[src/rtl/rf_wb_sched.sv]
// Write-back scheduler for the 32x32 register file: round-robin arbitration of N
// requesters onto the single write port, plus a per-register pending-write scoreboard.
module rf_wb_sched #(
  parameter int N     = 3,
  parameter int CNT_W = 2
) (
  input  logic            CLK,
  input  logic            RESET_N,
  input  logic [N-1:0]    REQ_VALID,
  input  logic [5*N-1:0]  REQ_ADDR,
  input  logic [32*N-1:0] REQ_DATA,
  output logic [N-1:0]    REQ_READY,
  input  logic            ISSUE,
  input  logic [4:0]      ISSUE_ADDR,
  output logic            ISSUE_READY,
  input  logic [4:0]      CHK_ADDR_1,
  input  logic [4:0]      CHK_ADDR_2,
  output logic            BUSY_1,
  output logic            BUSY_2,
  output logic            PENDING,
  output logic            WE,
  output logic [4:0]      WR_ADDR,
  output logic [31:0]     W_DATA
);

  localparam int IDX_W = (N > 1) ? $clog2(N) : 1;
  localparam logic [IDX_W-1:0] LAST_RST = IDX_W'(N - 1);
  localparam logic [CNT_W-1:0] CNT_MAX  = '1;

  logic [IDX_W-1:0] last;
  logic [IDX_W-1:0] gnt_idx;
  logic [IDX_W-1:0] cand;
  logic [N-1:0]     grant;
  logic             found;
  logic             xfer;
  logic [4:0]       sel_addr;
  logic [31:0]      sel_data;
  logic [CNT_W-1:0] cnt [1:31];
  logic             issue_go;

  function automatic logic [IDX_W-1:0] rr_idx(input logic [IDX_W-1:0] base, input int k);
    int s;
    s = int'(base) + k;
    if (s >= N) s = s - N;
    return s[IDX_W-1:0];
  endfunction

  // Counter lookup with r0 reading as permanently zero.
  function automatic logic [CNT_W-1:0] cnt_of(input logic [4:0] addr);
    logic [CNT_W-1:0] v;
    v = '0;
    for (int r = 1; r < 32; r++)
      if (addr == 5'(r)) v = cnt[r];
    return v;
  endfunction

  always_comb begin
    grant   = '0;
    gnt_idx = last;
    cand    = '0;
    found   = 1'b0;
    for (int k = 1; k <= N; k++) begin
      cand = rr_idx(last, k);
      if (!found && REQ_VALID[cand]) begin
        found        = 1'b1;
        grant[cand]  = 1'b1;
        gnt_idx      = cand;
      end
    end
    sel_addr = REQ_ADDR[int'(gnt_idx)*5 +: 5];
    sel_data = REQ_DATA[int'(gnt_idx)*32 +: 32];
  end

  assign REQ_READY = grant;
  assign xfer      = found;

  always_ff @(posedge CLK or negedge RESET_N) begin
    if (!RESET_N) begin
      last    <= LAST_RST;
      WE      <= 1'b0;
      WR_ADDR <= '0;
      W_DATA  <= '0;
    end else if (xfer) begin
      last <= gnt_idx;
      if (sel_addr != 5'd0) begin
        WE      <= 1'b1;
        WR_ADDR <= sel_addr;
        W_DATA  <= sel_data;
      end else begin
        WE      <= 1'b0;
        WR_ADDR <= '0;
        W_DATA  <= '0;
      end
    end else begin
      // Idle address parks at r0 so downstream bypass compares never match.
      WE      <= 1'b0;
      WR_ADDR <= '0;
      W_DATA  <= '0;
    end
  end

  assign ISSUE_READY = (ISSUE_ADDR == 5'd0) || (cnt_of(ISSUE_ADDR) != CNT_MAX);
  assign issue_go    = ISSUE && ISSUE_READY && (ISSUE_ADDR != 5'd0);

  always_ff @(posedge CLK or negedge RESET_N) begin
    if (!RESET_N) begin
      for (int r = 1; r < 32; r++) cnt[r] <= '0;
    end else begin
      for (int r = 1; r < 32; r++) begin
        logic inc, dec;
        inc = issue_go && (ISSUE_ADDR == 5'(r));
        dec = WE && (WR_ADDR == 5'(r)) && (cnt[r] != '0);
        if (inc && !dec)      cnt[r] <= cnt[r] + 1'b1;
        else if (dec && !inc) cnt[r] <= cnt[r] - 1'b1;
      end
    end
  end

  assign BUSY_1 = (CHK_ADDR_1 != 5'd0) && (cnt_of(CHK_ADDR_1) != '0);
  assign BUSY_2 = (CHK_ADDR_2 != 5'd0) && (cnt_of(CHK_ADDR_2) != '0);

  always_comb begin
    PENDING = 1'b0;
    for (int r = 1; r < 32; r++)
      if (cnt[r] != '0) PENDING = 1'b1;
  end

endmodule

[config.mk]
export PLATFORM = sky130hd
export DESIGN_NAME = rf_wb_sched
export DESIGN_NICKNAME = d
export VERILOG_FILES = /design/src/rtl/rf_wb_sched.sv
export SDC_FILE = /design/constraint.sdc
export NUM_CORES = 1
export LEC_CHECK = 0
export BUFFER_PORTS_ARGS = -buffer_cell sky130_fd_sc_hd__clkbuf_2
export CAP_MARGIN = 20
export CORE_MARGIN = 2
export CORE_UTILIZATION = 32
export CTS_CLUSTER_DIAMETER = 120
export DETAILED_ROUTE_END_ITERATION = 10
export MAX_ROUTING_LAYER = met4
export SLEW_MARGIN = 10
export SYNTH_ARGS = -nofsm -noshare
export SYNTH_HDL_FRONTEND = slang
export SYNTH_SLANG_ARGS = --single-unit
[constraint.sdc]
create_clock -name CLK -period 3.83 [get_ports CLK]
set_input_delay 0.1915 -clock CLK [delete_from_list [all_inputs] [get_ports CLK]]
set_output_delay 0.1915 -clock CLK [all_outputs]
set_load 0.03 [all_outputs]
# Word-level counts from Yosys, hierarchy flattened
# Cells that the tools add are included.
totals:
  register_bits: 102
  wordCells: 756
  latch_bits: 0
  n_memories: 0
  romBits: 0
  output_inout_bits: 45
  ramBits: 0
  inputBits: 132
classes:
  order_cmp: 9
  addsub: 68
  n_bitwise: 2
  n_reduce_logical: 298
  n_shift: 2
  n_div: 0
  n_mul: 1
  n_mux: 216
  eq_ne: 125
ops:
  columns: ["cell", "count"]
  rows:
  - ["$mux 2", 161]
  - ["$eq 5x5->1 const B", 64]
  - ["$logic_and 1x1->1", 164]
  - ["$eq 5x4->1 const B", 32]
  - ["$reduce_bool 2->1", 64]
  - ["$shiftx 96x8->32", 1]
  - ["$eq 5x3->1 const B", 16]
  - ["$logic_not 1->1", 64]
  - ["$mux 32", 2]
  - ["$add 2x1->2 const B", 31]
  - ["$sub 2x1->2 const B", 31]
  - ["$mux 1", 42]
  - ["$eq 5x2->1 const B", 8]
  - ["$eq 5x1->1 const B", 4]
  - ["$reduce_bool 5->1", 4]
  - ["$shiftx 15x6->5", 1]
  - ["$mux 5", 2]
  - ["$ge 3x2->1 const B", 3]
  - ["$lt 2x3->1 const B", 3]
  - ["$mux 3", 3]
  - ["$add 2x2->3 const B", 2]
  - ["$bmux 1 s2", 3]
  - ["$demux 1 s2", 3]
  - ["$ge 2x1->1 const B", 3]
  - ["other kinds (7)", 10]

# Logic depth before layout (Yosys ltp)
depth:
  depth_word: 41
  depth_mapped: 15
  ltp_nobuf: 11

# Least setup slack after synthesis
# OpenSTA, ideal clock, no wires.
synth_timing:
  kind: "register to register"
  start: "register last[1]"
  end: "register W_DATA[10]"
  setup_time_ps: 151
  setup_slack_ps: 670
  path_buffers: 3
  path_stages_with_launch: 13
  arrival_time_ps: 3009
  required_time_ps: 3679
  synth_period_minus_slack_ps: 3160
  path_cell_list: "dfstp_2 inv_1 ha_1 buf_2 mux2i_1 nor2_1 or3_1 buf_4 inv_4 mux2_4 a221oi_4 buf_6 a311oi_2"
synth_between:
  elab_chain_len: 17
  elab_cells_between_ends: 34
  classes_between: "add/sub (6); mul (1); order compare (3); shift (2); mux (17); reduce/logical (5)"
synth_rtl:
  columns: ["element", "line_no", "text"]
  rows:
  - ["from (decl)", "30", "logic [IDX_W-1:0] last;"]
  - ["from (signal assigned)", "84", "last <= gnt_idx;"]
  - ["$add 2x1->3", "43", "s = int'(base) + k;"]
  - ["$ge 3x2->1 / $sub 2x2->2 (equally long branches)", "44", "if (s >= N) s = s - N;"]
  - ["$mux 2", "44", null]
  - ["$bmux 1 s2", "64", "if (!found && REQ_VALID[cand]) begin"]
  - ["$mux 1 (implied by the code)", "64", null]
  - ["$mux 1", "64", null]
  - ["$logic_not 1->1", "64", null]
  - ["$logic_and 1x1->1", "64", null]
  - ["$mux 1", "64", null]
  - ["$logic_not 1->1", "64", null]
  - ["$logic_and 1x1->1", "64", null]
  - ["$mux 2", "64", null]
  - ["$mul 2x3->5", "70", "sel_addr = REQ_ADDR[int'(gnt_idx)*5 +: 5];"]
  - ["$shiftx 15x6->5", "70", null]
  - ["$reduce_bool 5->1", "85", "if (sel_addr != 5'd0) begin"]
  - ["$mux 32", "85", null]
  - ["$mux 32 *", "83", "end else if (xfer) begin"]
  - ["to (signal assigned)", "88", "W_DATA <= sel_data;"]
  - ["to (decl)", "23", "output logic [31:0] W_DATA"]
# Mark *: on every way between the ends. The rest lies on a longest branch, timed or not. The select of a mux whose other input is x is not followed.
# A chain may end at the register's enable or synchronous reset.

# Worst setup path after layout
layout_timing:
  start: "register last[1]"
  end: "register W_DATA[25]"
# Same word-level chain as after synthesis.

==> results.ini <==
[outcome]
status = complete, no violations

[power_and_ir_drop]
clkPwrFrac_pct = 11.3
swShare_pct = 52.84
combPwrFrac_pct = 58.3
net-switching-power_mw = 4.496
p_leak_nw = 4.135
ir_drop_uv = 766.7
power_density_nw_per_um2 = 823.3
p_int_mw = 4.013
seqPwrFrac_pct = 30.4

[synth]
synth.avg_cell_area_um2 = 8.243
synth_area_um2 = 8927
synthArstFlopShare_pct = 100.0
ys.warnings.count = 0
ys_seq_area_share_pct = 28.61
syn-instance-count = 1083
synth_edf_count = 0
ys_ff_latch = 102
ys_types = 73
synthFlopType = dfrtp_1
syn-num-nets = 1252

[routing]
num_vias = 9148
drt_iter0_drc = 925
ant_nets = 0
first_pass_iters = 6
drt-total-wl_um = 32800
drc = 0
viasPerCell = 5.830
detail_route.wl_per_cell_um = 20.91

[timing]
setup_viol = 0
min_period_ps = 3590
tns_ps = 0
relSlewSlack_pct = 16.29
slew_viol_final = 0
hold_violations = 0
fmax_ghz = 0.2785
timing.hold.ws_ps = 72.12
worstMarginPinSlew_ps = 1246
worst_clock_skew_ps = 9.394
rsz0062_at_grt = false
min_period_over_period_pct = 93.74

[worst_setup_path]
crit_chain = inv_1 > ha_2 > mux2_1 > a22oi_1 > o21a_1 > or3_1 > inv_4 > buf_4 > nor2_4 > buf_4 > nand2_1 > a311oi_1
worstRegToRegCells = 12
r2r_end = W_DATA[25]
critical-path-top-delay-family = buffers and inverters
crit_arrival_ps = 3810
cpMostUsedCell = buf_4
cp-start-kind = flop
critPathCaptureType = flop
required_ps = 4050
cp_max_fo = 31
crit_buf_inv = 4
crit_slowest_cell = dfstp_2
r2r_start = last[1]
r2r_slack_ps = 240
worst-setup-path-type = flop to flop
slowest_delay_ps = 570

[floorplan]
dieArea_um2 = 29250
die_h_um = 171.0
die_w_um = 171.0
io_pins = 177
core_um2 = 27630
start_util_pct = 32.31
row_count = 61

[clocking]
tritoncts = done
cts_sinks = 102
clk_pin_slew_ps = 80
cts_buffers = 9
cts.htree.levels = 3
clock_latency_ps = 350
clockBufferDepth = 2
cts_root_buffer = clkbuf_16

[global_route]
grt_antenna_before_repair = 1
grt_pass1_vias = 9078
grt_pass1_wl_um = 50910
grt_max_degree = 54
grt.overflow.total = 0
grt_usage_pct = 23.20

[layout]
drive_above_1_share_pct = 23.19
final_cell_mix = clkbuf_2, dfrtp_1, nor2_1, nand3_1, nand2_1
final_nets = 1354
area_delta_synth_final_pct = 15.77
final_common_cell = clkbuf_2

[place]
hpwl_um = 24660
port_buffers = 176
place.gp.congestion = 0.9912

[hold_path]
hold_class = input pin to flop
hp-start = REQ_DATA[43]
worstHoldEndpoint = W_DATA[11]
hold_depth = 3

[job]
maxCapViolations = 0

sequential cells by signal, summed over array words and instances, names as in the netlist:
signal and cells:
cnt 62, W_DATA 32, WR_ADDR 5, last 2, WE 1
synth_stat cells, types with 4 or more instances:
master    instances  share of area [%]
buf_6             4               0.50
a32oi_1           5               0.49
dfrtp_1         101                 28
xnor2_1          35                3.4
or4_1             4               0.34
or3b_2            5               0.49
and2_1            5               0.35
a31oi_1           9               0.63
nor3_1           29                1.6
a311oi_1         13                1.3
nand3_1          82                4.6
buf_1             6               0.25
buf_2            20                1.1
a221oi_1          4               0.39
o21ai_0          49                2.7
nor4b_1           5               0.49
nand3b_1         14                1.2
a21oi_1          46                2.6
ha_1             37                5.2
o31ai_1           6               0.50
nor3b_1           9               0.76
nor2b_1          12               0.84
a22oi_1           9               0.76
a211o_1           5               0.49
nand2_1          79                3.3
o211ai_1         31                2.6
or2_2             5               0.35
xor2_1           58                5.7
mux2_2           15                1.9
inv_1            23               0.97
o21a_1            5               0.42
nor4_1           23                1.6
and3_1            9               0.63
nand2b_1         16                1.1
nand4_1           9               0.63
or3_1             7               0.49
a311oi_2         20                3.4
o22ai_1          14               0.98
a211oi_1         16                1.3
mux2i_1          20                2.2
clkbuf_1         80                3.4
nor2_1           84                3.5
o32ai_1           7               0.69
worst max path at each step:
stage                       start          to  slack, ps  cells past startpoint
after global placement    last[1]   W_DATA[8]        250                     11
after global routing      last[1]  W_DATA[25]         30                     12
after floorplan           last[1]  W_DATA[10]        670                     12
final                     last[1]  W_DATA[25]        240                     12
after detailed placement  last[1]   W_DATA[8]        160                     11
after CTS                 last[1]   W_DATA[1]        150                     11
metrics by stage:
| step | util [%] | cells | area, µm² | worst slack [ps] | power, mW |
|---|---|---|---|---|---|
| after floorplan | - | 1083 | 8927 | 670.3 | 6.067 |
| after global placement | 36.27 | 1551 | 10020 | 253.3 | 7.443 |
| after detailed placement | 36.27 | 1551 | 10020 | 158.0 | 7.501 |
| after CTS | 37.39 | 1568 | 10330 | 148.1 | 8.489 |
| after global routing | 37.41 | 1569 | 10330 | 30.15 | 9.074 |
| final | 37.41 | 1569 | 10330 | 239.7 | 8.509 |
power by group through the flow:
stage	logic (mW)	registers [mW]	clock network (mW)
6_report	4.96	2.58	0.961
5_1_grt	5.41	2.63	1.03
4_1_cts	4.95	2.55	0.989
3_5_place_dp	4.93	2.57	0
3_3_place_gp	4.88	2.56	0
2_1_floorplan	3.85	2.22	0
timing repair:
item                                    in CTS  in global routing
hold buffers                                 1                  0
resized for setup                            0                  1
endpoints found under the setup margin       0                 29
buffers inserted                             0                  0
endpoints found under the hold margin       31                  0
cells by family after synthesis:
logic type / synth area share [%]
and+or+nand+nor: 23.07
AOI/OAI and AO/OA: 23.01
buffers and inverters: 6.573
DFF: 28.61
xor gates and xnor gates: 9.124
muxes: 4.429
adders and majority gates: 5.186
worst reg2reg max path: stages (launching register included):
cell	delay, ps
dfstp_2	570
inv_1	90
ha_2	480
mux2_1	400
a22oi_1	230
o21a_1	190
or3_1	170
inv_4	90
buf_4	250
nor2_4	180
buf_4	350
nand2_1	110
a311oi_1	350
layout make-up:
class | count | area [µm²]
inverter | 25 | 96.34
tap | 378 | 473.0
clock buffer | 11 | 242.7
multi-input combinational | 843 | 5802
antenna | 1 | 2.502
sequential | 102 | 2554
fill | 2924 | 17290
timing repair buffer | 204 | 1109
clock inverter | 5 | 56.30
layer usage:
metal  global-route usage, %  wire length, µm
met5                       -                0
met2                   36.41            15310
met1                   28.97            13400
met4                   11.35             1376
met3                   3.886             2715
Note: power is estimated with default switching activity, not from simulation.
